===== src/rtl/sparse_vector_loader.sv =====
// Packs a stream of (A,B) element pairs into wide vectors with a per-lane nonzero mask.
// A fill buffer streams the next vector while the output register holds the current one.
module sparse_vector_loader #(
    parameter int unsigned ELEM_W = 8,
    parameter int unsigned N_ELEM = 16,
    parameter int unsigned CNT_W  = 5
) (
    input  logic                     clk,
    input  logic                     rst,
    input  logic                     in_valid,
    output logic                     in_ready,
    input  logic [ELEM_W-1:0]        in_a,
    input  logic [ELEM_W-1:0]        in_b,
    input  logic                     in_last,
    output logic                     out_valid,
    input  logic                     out_ready,
    output logic [ELEM_W*N_ELEM-1:0] Vector_A,
    output logic [ELEM_W*N_ELEM-1:0] Vector_B,
    output logic [N_ELEM-1:0]        nz_mask,
    output logic [CNT_W-1:0]         nz_count
);

    localparam int unsigned VEC_W = ELEM_W * N_ELEM;
    localparam int unsigned IDX_W = $clog2(N_ELEM);

    typedef enum logic {
        StFill,
        StFull
    } state_t;

    state_t             state;
    logic [IDX_W-1:0]   cnt;
    logic [VEC_W-1:0]   fill_a;
    logic [VEC_W-1:0]   fill_b;
    logic [N_ELEM-1:0]  fill_mask;

    logic [VEC_W-1:0]   merged_a;
    logic [VEC_W-1:0]   merged_b;
    logic [N_ELEM-1:0]  merged_mask;
    logic [VEC_W-1:0]   xfer_a;
    logic [VEC_W-1:0]   xfer_b;
    logic [N_ELEM-1:0]  xfer_mask;
    logic [CNT_W-1:0]   xfer_count;

    logic slot_free;
    logic accept;
    logic completing;
    logic transfer;

    assign in_ready   = (state == StFill) && !rst;
    assign slot_free  = !out_valid || out_ready;
    assign accept     = in_valid && in_ready;
    assign completing = accept && ((cnt == IDX_W'(N_ELEM - 1)) || in_last);
    assign transfer   = ((state == StFill) && completing && slot_free)
                      || ((state == StFull) && slot_free);

    // Unwritten lanes of the fill buffer are always zero, so merging is a plain lane write.
    always_comb begin
        merged_a              = fill_a;
        merged_b              = fill_b;
        merged_mask           = fill_mask;
        merged_a[ELEM_W*cnt +: ELEM_W] = in_a;
        merged_b[ELEM_W*cnt +: ELEM_W] = in_b;
        merged_mask[cnt]      = (in_a != '0) && (in_b != '0);
    end

    always_comb begin
        xfer_a     = (state == StFull) ? fill_a    : merged_a;
        xfer_b     = (state == StFull) ? fill_b    : merged_b;
        xfer_mask  = (state == StFull) ? fill_mask : merged_mask;
        xfer_count = '0;
        for (int i = 0; i < N_ELEM; i++) begin
            xfer_count = xfer_count + CNT_W'(xfer_mask[i]);
        end
    end

    always_ff @(posedge clk) begin
        if (rst) begin
            state     <= StFill;
            cnt       <= '0;
            fill_a    <= '0;
            fill_b    <= '0;
            fill_mask <= '0;
            out_valid <= 1'b0;
            Vector_A  <= '0;
            Vector_B  <= '0;
            nz_mask   <= '0;
            nz_count  <= '0;
        end else if (transfer) begin
            Vector_A  <= xfer_a;
            Vector_B  <= xfer_b;
            nz_mask   <= xfer_mask;
            nz_count  <= xfer_count;
            out_valid <= 1'b1;
            fill_a    <= '0;
            fill_b    <= '0;
            fill_mask <= '0;
            cnt       <= '0;
            state     <= StFill;
        end else begin
            if (out_valid && out_ready) begin
                out_valid <= 1'b0;
            end
            if ((state == StFill) && accept) begin
                fill_a    <= merged_a;
                fill_b    <= merged_b;
                fill_mask <= merged_mask;
                if (completing) begin
                    // Output still occupied: park the finished vector until the slot frees.
                    state <= StFull;
                end else begin
                    cnt <= cnt + IDX_W'(1);
                end
            end
        end
    end

endmodule

===== config.mk =====
export PLATFORM = sky130hd
export DESIGN_NAME = sparse_vector_loader
export DESIGN_NICKNAME = d
export VERILOG_FILES = /design/src/rtl/sparse_vector_loader.sv
export SDC_FILE = /design/constraint.sdc
export NUM_CORES = 1
export LEC_CHECK = 0
export CORE_MARGIN = 2
export CORE_UTILIZATION = 59
export CTS_CLUSTER_DIAMETER = 120
export DETAILED_ROUTE_END_ITERATION = 10
export PLACE_DENSITY = 0.85
export SETUP_SLACK_MARGIN = 0.1
export SLEW_MARGIN = 30
export SYNTH_ARGS = -nofsm -noshare
export SYNTH_HDL_FRONTEND = slang
export SYNTH_SLANG_ARGS = --single-unit

===== constraint.sdc =====
create_clock -name clk -period 19.8 [get_ports clk]
set_clock_uncertainty 0.15 [all_clocks]
set_input_delay 5.94 -clock clk [delete_from_list [all_inputs] [get_ports clk]]
set_output_delay 5.94 -clock clk [all_outputs]
set_load 0.03 [all_outputs]

==> results of run 1 <==
## logic make-up (layout without fill, tap and decap cells)
family | after synthesis | count (layout) | share of synthesized area (%)
AO/OA/AOI/OAI | 730 | 730 | 19.0
buffers and inverters | 263 | 460 | 4.74
XOR/XNOR | 6 | 6 | 0.233
adder cells (fa/ha/maj) | 20 | 20 | 1.44
AND/OR/NAND/NOR | 1093 | 1093 | 20.5
flip-flops | 555 | 555 | 49.2
multiplexers | 109 | 109 | 4.87
## routing by layer
metal / global-route usage, % / wire length [µm]
met3: 6.13 / 6890
met2: 55.2 / 32600
met4: 16.9 / 3350
met1: 44.0 / 27200
met5: 0 / 11
## sequential cells by signal, summed over array words and instances, names as in the netlist
signal,count
Vector_A,128
Vector_B,128
fill_a,128
fill_b,128
fill_mask,16
nz_mask,16
nz_count,5
cnt,4
out_valid,1
state,1
## area by class of cell
class	count	area share [%]
sequential	555	40.4
multi-input combinational	1958	38.3
timing repair buffer	347	12.3
clock buffer	86	6.01
tap	511	2.33
clock inverter	11	0.423
inverter	16	0.219
## path summary, 6_finish.rpt
path                                start                         to  slack, ps  depth (start not counted)
hold reg to reg   fill_b[53]$_SDFFE_PP0P_  Vector_B[53]$_SDFFE_PP0P_        290                          2
setup / recovery                      rst                   in_ready       6140                          3
hold / removal    fill_b[53]$_SDFFE_PP0P_  Vector_B[53]$_SDFFE_PP0P_        290                          2
setup reg to reg      cnt[0]$_SDFFE_PP0P_   nz_count[4]$_SDFFE_PP0P_      14160                         13
## worst reg2reg max path: stages, from the launching register on
cell	delay [ps]
sky130_fd_sc_hd__dfxtp_2	690
sky130_fd_sc_hd__ha_1	570
sky130_fd_sc_hd__nor2b_1	600
sky130_fd_sc_hd__a32o_1	330
sky130_fd_sc_hd__fa_1	490
sky130_fd_sc_hd__fa_1	510
sky130_fd_sc_hd__fa_1	550
sky130_fd_sc_hd__inv_1	60
sky130_fd_sc_hd__fa_1	490
sky130_fd_sc_hd__inv_1	40
sky130_fd_sc_hd__ha_1	220
sky130_fd_sc_hd__fa_1	410
sky130_fd_sc_hd__a21o_1	190
sky130_fd_sc_hd__a32o_1	240
## report_power, final
group	switching [mW]	total (mW)	internal, mW
combinational	0.100	0.130	0.0296
clock	0.427	1.02	0.594
sequential	0.00517	1.13	1.12
## placed cells by master, fill, tap and decap left out, types with 7 or more instances in the layout
| cell | netlist | routed |
|---|---|---|
| sky130_fd_sc_hd__ha_1 | 10 | 10 |
| sky130_fd_sc_hd__a221o_1 | 39 | 39 |
| sky130_fd_sc_hd__o21ai_1 | 18 | 18 |
| sky130_fd_sc_hd__nor4_2 | 8 | 8 |
| sky130_fd_sc_hd__o31ai_1 | 16 | 16 |
| sky130_fd_sc_hd__clkbuf_1 | 181 | 14 |
| sky130_fd_sc_hd__a221oi_1 | 7 | 7 |
| sky130_fd_sc_hd__and2_1 | 31 | 30 |
| sky130_fd_sc_hd__fa_1 | 10 | 10 |
| sky130_fd_sc_hd__buf_4 | 6 | 45 |
| sky130_fd_sc_hd__nand2b_1 | 13 | 12 |
| sky130_fd_sc_hd__nor3_1 | 12 | 10 |
| sky130_fd_sc_hd__inv_1 | 16 | 16 |
| sky130_fd_sc_hd__clkinv_2 | 0 | 8 |
| sky130_fd_sc_hd__mux2i_1 | 103 | 103 |
| sky130_fd_sc_hd__clkbuf_8 | 0 | 18 |
| sky130_fd_sc_hd__a21oi_1 | 357 | 356 |
| sky130_fd_sc_hd__clkdlybuf4s50_1 | 0 | 299 |
| sky130_fd_sc_hd__nand3_1 | 84 | 83 |
| sky130_fd_sc_hd__nor2b_1 | 11 | 11 |
| sky130_fd_sc_hd__clkbuf_16 | 0 | 54 |
| sky130_fd_sc_hd__a22oi_1 | 39 | 39 |
| sky130_fd_sc_hd__a22o_1 | 51 | 51 |
| sky130_fd_sc_hd__o21ai_0 | 177 | 177 |
| sky130_fd_sc_hd__nand2_1 | 692 | 691 |
| sky130_fd_sc_hd__dfxtp_1 | 555 | 553 |
| sky130_fd_sc_hd__and3_1 | 19 | 19 |
| sky130_fd_sc_hd__nand4_1 | 9 | 9 |
| sky130_fd_sc_hd__nor2_1 | 182 | 176 |
==> flow_summary.yaml, run 1 <==
clocking:
  post-cts-setup-buffers: 0
  htreeDepth: 2
  cts.clk_slew.worst_paths_ps: 60
  tritoncts.num_buffers: 53
  number_of_hold_buffers_added_after_cts: 0
  clock_sinks: 555
  tritoncts: "built"
  post_cts_resized: 0
  clock-root-buffer: "sky130_fd_sc_hd__clkbuf_16"
  clock_insertion_delay_worst_skew_ps: 590
  cts.path.max_buffers: 3
floorplan:
  design.die.area_um2: 39800
  core_area_um2: 37700
  die_w_um: 200
  die_height_um: 200
  placementRows: 71
  top_level_ports: 300
  start_util_pct: 59.9
timing:
  maxClockFrequency_ghz: 0.0732
  post-route-period-util_pct: 69.0
  fin_ws_ps: 6140
  hold_violations: 0
  maxSlewHeadroom_pct: 35.4
  rsz0062_at_grt: "false"
  slew_violations: 0
  setup-tns-final_ps: 0
  worst_slew_pin_slew_ps: 970
  whs_ps: 285
  setup-violations-final: 0
  shortest_clock_period_the_worst_path_allows_after_layout_ps: 13660
critical_path:
  timing.critical_path.mode_cell: "sky130_fd_sc_hd__clkdlybuf4s50_1"
  path_buf_inv: 2
  worst-setup-path-type: "in2out"
  crit_path_end_kind: "output port"
  critical_path.cell_chain: "clkdlybuf4s50_1 > nor2_1 > clkdlybuf4s50_1"
  critical-path-top-delay-family: "buffers and inverters"
  worstSetupStartpointType: "primary input"
  critical_path_arrival_ps: 7570
  crit_required_ps: 13710
  crit_path_max_fanout: 12
  critical-path-slowest-cell: "sky130_fd_sc_hd__clkdlybuf4s50_1"
  critical-path-max-stage-delay_ps: 710
synthesis:
  synthCells: 2776
  avgSynthCellArea_um2: 8.13
  synth_edf_count: 0
  synth_top_area_share_pct: 49.2
  synth.top_cells.by_area: "sky130_fd_sc_hd__dfxtp_1 49%, sky130_fd_sc_hd__nand2_1 12%, sky130_fd_sc_hd__a21oi_1 7.9%"
  postSynthNetCount: 2817
  synth_largest_area_cell: "sky130_fd_sc_hd__dfxtp_1"
  asyncSetResetFlopFracSynth_pct: 0
  ys_seq_area_share_pct: 49.2
  synthTopCellsByCount: "692 x sky130_fd_sc_hd__nand2_1, 555 x sky130_fd_sc_hd__dfxtp_1, 357 x sky130_fd_sc_hd__a21oi_1, 182 x sky130_fd_sc_hd__nor2_1, 181 x sky130_fd_sc_hd__clkbuf_1"
  synthDistinctLibCells: 59
  yosys_warnings: 0
  most_numerous_cell_in_the_yosys_netlist: "sky130_fd_sc_hd__nand2_1"
  yosys_register_bits: 555
  netlist_area_um2: 22600
  synth-main-ff-cell: "sky130_fd_sc_hd__dfxtp_1"
route:
  routed_wire_length_per_instance_um: 20.1
  first_iter_violations: 2268
  routed_wire_length_mm: 70.1
  drtPass1Iterations: 6
  mean_number_of_vias_per_cell: 6.11
  via_count: 21286
  ant_nets: 0
  route.detailed.drc: 0
pwr:
  power.ir.vdd_worst_uv: 62.4
  power_density_nw_per_um2: 82.9
  fin_total_pwr_mw: 2.28
  leakagePower_nw: 9.93
placement:
  placedInstanceArea_um2: 25700
  globalplace.congestion: 0.906
  post-place-cells: 3387
  dp_worst_setup_slack_ps: 6160
  hpwlAfterDp_mm: 44.8
  port-buffer-count: 299
job:
  max-cap-violations: 0
finish:
  area_growth_pct: 21.7
  seqCellArea_um2: 11100
  post_layout_nonfiller_instances: 3484
  antenna_cells_inserted: 0
  num-nets-final: 2972
  fillerInstances: 2769
  multi_input_area_um2: 10500
  drive_above_1_share_pct: 5.95
  finish.utilization_pct: 73.0
  final_cell_area_um2: 27500
global_route:
  grt_remaining_overflow: 0
  grt.total_usage_pct: 34.1
  initial_antenna_violation_count: 3
  global_route_wire_length_before_repair_mm: 108
  grt_pass1_vias: 20214
  pin_count_of_the_biggest_net_entering_global_routing: 100
outcome:
  status: "complete, no violations"
worst_hold_path:
  min-delay-path-class: "reg2reg"
(Power assumes the default switching activity.)
==> inputs of run 2 (changes only) <==
--- a/config.mk
+++ b/config.mk
@@ -6,10 +6,10 @@
 export NUM_CORES = 1
 export LEC_CHECK = 0
 export CORE_MARGIN = 2
-export CORE_UTILIZATION = 59
+export CORE_UTILIZATION = 55
 export CTS_CLUSTER_DIAMETER = 120
 export DETAILED_ROUTE_END_ITERATION = 10
-export PLACE_DENSITY = 0.85
+export PLACE_DENSITY = 0.8
 export SETUP_SLACK_MARGIN = 0.1
 export SLEW_MARGIN = 30
 export SYNTH_ARGS = -nofsm -noshare
==> constraint.sdc (replaced) <==
create_clock -name clk -period 13.4 [get_ports clk]
set_clock_uncertainty 0.15 [all_clocks]
set_input_delay 4.02 -clock clk [delete_from_list [all_inputs] [get_ports clk]]
set_output_delay 4.02 -clock clk [all_outputs]
set_load 0.03 [all_outputs]
==> flow_summary.yaml, run 2 (synthesis results as in run 1) <==
clocking:
  cts.clk_slew.worst_paths_ps: 60
  htreeDepth: 2
  clock-root-buffer: "sky130_fd_sc_hd__clkbuf_16"
  post_cts_resized: 0
  tritoncts.num_buffers: 55
  post-cts-setup-buffers: 0
  number_of_hold_buffers_added_after_cts: 0
  tritoncts: "built"
  clock_sinks: 555
  cts.path.max_buffers: 3
  clock_insertion_delay_worst_skew_ps: 620
job:
  max-cap-violations: 0
floorplan:
  placementRows: 74
  die_height_um: 207
  top_level_ports: 300
  start_util_pct: 55.5
  core_area_um2: 40600
  design.die.area_um2: 42700
  die_w_um: 207
placement:
  post-place-cells: 3394
  hpwlAfterDp_mm: 44.9
  port-buffer-count: 299
  globalplace.congestion: 0.878
route:
  routed_wire_length_mm: 71.1
  drtPass1Iterations: 5
  mean_number_of_vias_per_cell: 5.98
  route.detailed.drc: 0
  ant_nets: 0
  via_count: 20894
  routed_wire_length_per_instance_um: 20.4
  first_iter_violations: 2343
critical_path:
  critical-path-slowest-cell: "sky130_fd_sc_hd__clkdlybuf4s50_1"
  path_buf_inv: 2
  crit_path_max_fanout: 12
  worst-setup-path-type: "in2out"
  critical-path-top-delay-family: "buffers and inverters"
  crit_path_end_kind: "output port"
  critical_path.cell_chain: "clkdlybuf4s50_1 > nor2_1 > clkdlybuf4s50_1"
  crit_required_ps: 9230
  timing.critical_path.mode_cell: "sky130_fd_sc_hd__clkdlybuf4s50_1"
  worstSetupStartpointType: "primary input"
  critical-path-max-stage-delay_ps: 710
  critical_path_arrival_ps: 5650
pwr:
  power_density_nw_per_um2: 126
  netSwitchingFraction_pct: 23.2
  leakagePower_nw: 9.96
  switching_pwr_mw: 0.809
  internal_power_mw: 2.68
  part_of_the_power_in_registers_pct: 47.7
  power_frac_comb_pct: 5.5
  power.ir.vdd_worst_uv: 118
  p_clk_share_pct: 46.7
timing:
  setup-tns-final_ps: 0
  hold_violations: 0
  setup-violations-final: 0
  worst_slew_pin_slew_ps: 1260
  rsz0062_at_grt: "false"
  shortest_clock_period_the_worst_path_allows_after_layout_ps: 9820
  maxSlewHeadroom_pct: 16.3
  post-route-period-util_pct: 73.3
  maxClockFrequency_ghz: 0.102
  slew_violations: 0
finish:
  area_growth_pct: 22.4
  drive_above_1_share_pct: 6.11
  mostFrequentLayoutCell: "sky130_fd_sc_hd__nand2_1"
  fillerInstances: 3159
  post_layout_nonfiller_instances: 3494
  num-nets-final: 2961
  most-common-layout-cells: "691 x sky130_fd_sc_hd__nand2_1, 554 x sky130_fd_sc_hd__dfxtp_1, 356 x sky130_fd_sc_hd__a21oi_1"
  multi_input_area_um2: 10600
  seqCellArea_um2: 11100
worst_hold_path:
  min-delay-path-class: "reg2reg"
global_route:
  grt.total_usage_pct: 32.3
  pin_count_of_the_biggest_net_entering_global_routing: 220
  grt_remaining_overflow: 0
  initial_antenna_violation_count: 0
  global_route_wire_length_before_repair_mm: 109
  grt_pass1_vias: 19939
outcome:
  status: "complete, no violations"
run 2: tightest hold or removal path, delay by kind of cell (launching register included):
| kind | cells | cell delay (ps) |
|---|---|---|
| flops | 1 | 310 |
| simple gates | 2 | 90 |
run 2: power groups by stage:
stage | logic (mW) | clock network [mW] | registers (mW)
2_1_floorplan | 0.111 | 0 | 1.71
3_3_place_gp | 0.179 | 0 | 1.70
3_5_place_dp | 0.187 | 0 | 1.70
4_1_cts | 0.188 | 1.64 | 1.66
5_1_grt | 0.202 | 1.70 | 1.66
6_report | 0.192 | 1.63 | 1.66
run 2: routing by layer:
layer / GRT usage (%) / wire length, µm / up-vias
li1: - / - / 9743
met1: 43.0 / 29300 / 9928
met2: 51.7 / 32600 / 1037
met3: 5.20 / 6190 / 186
met4: 15.0 / 3100 / 0
met5: 0 / 0 / -
run 2: per-stage QoR:
stage	hold slack (ps)	power [mW]	instance area (µm²)	utilization (%)	worst slack, ps
2_1_floorplan	265	1.82	22600	-	4570
3_3_place_gp	270	1.88	25600	62.9	3590
3_5_place_dp	280	1.89	25700	63.2	3580
4_1_cts	288	3.49	27600	67.9	3580
5_1_grt	298	3.57	27600	68.0	3510
6_report	286	3.49	27600	68.0	3580
run 2: final timing paths:
kind | start | to | slack (ps) | depth (start not counted)
worst max-delay path | rst | in_ready | 3580 | 3
worst min-delay path | fill_b[53]$_SDFFE_PP0P_ | Vector_B[53]$_SDFFE_PP0P_ | 290 | 2
worst max register to register | cnt[1]$_SDFFE_PP0P_ | nz_count[4]$_SDFFE_PP0P_ | 7980 | 13
worst min register to register | fill_b[53]$_SDFFE_PP0P_ | Vector_B[53]$_SDFFE_PP0P_ | 290 | 2
run 2: final cells by class:
cell class | count | area share (%)
flip-flops and latches | 555 | 40.2
multi-input cells | 1958 | 38.2
repair buffers | 334 | 11.9
clock buffers | 89 | 6.43
well taps | 532 | 2.41
clock inverters | 9 | 0.589
inverters | 16 | 0.217
diodes | 1 | 0.00906
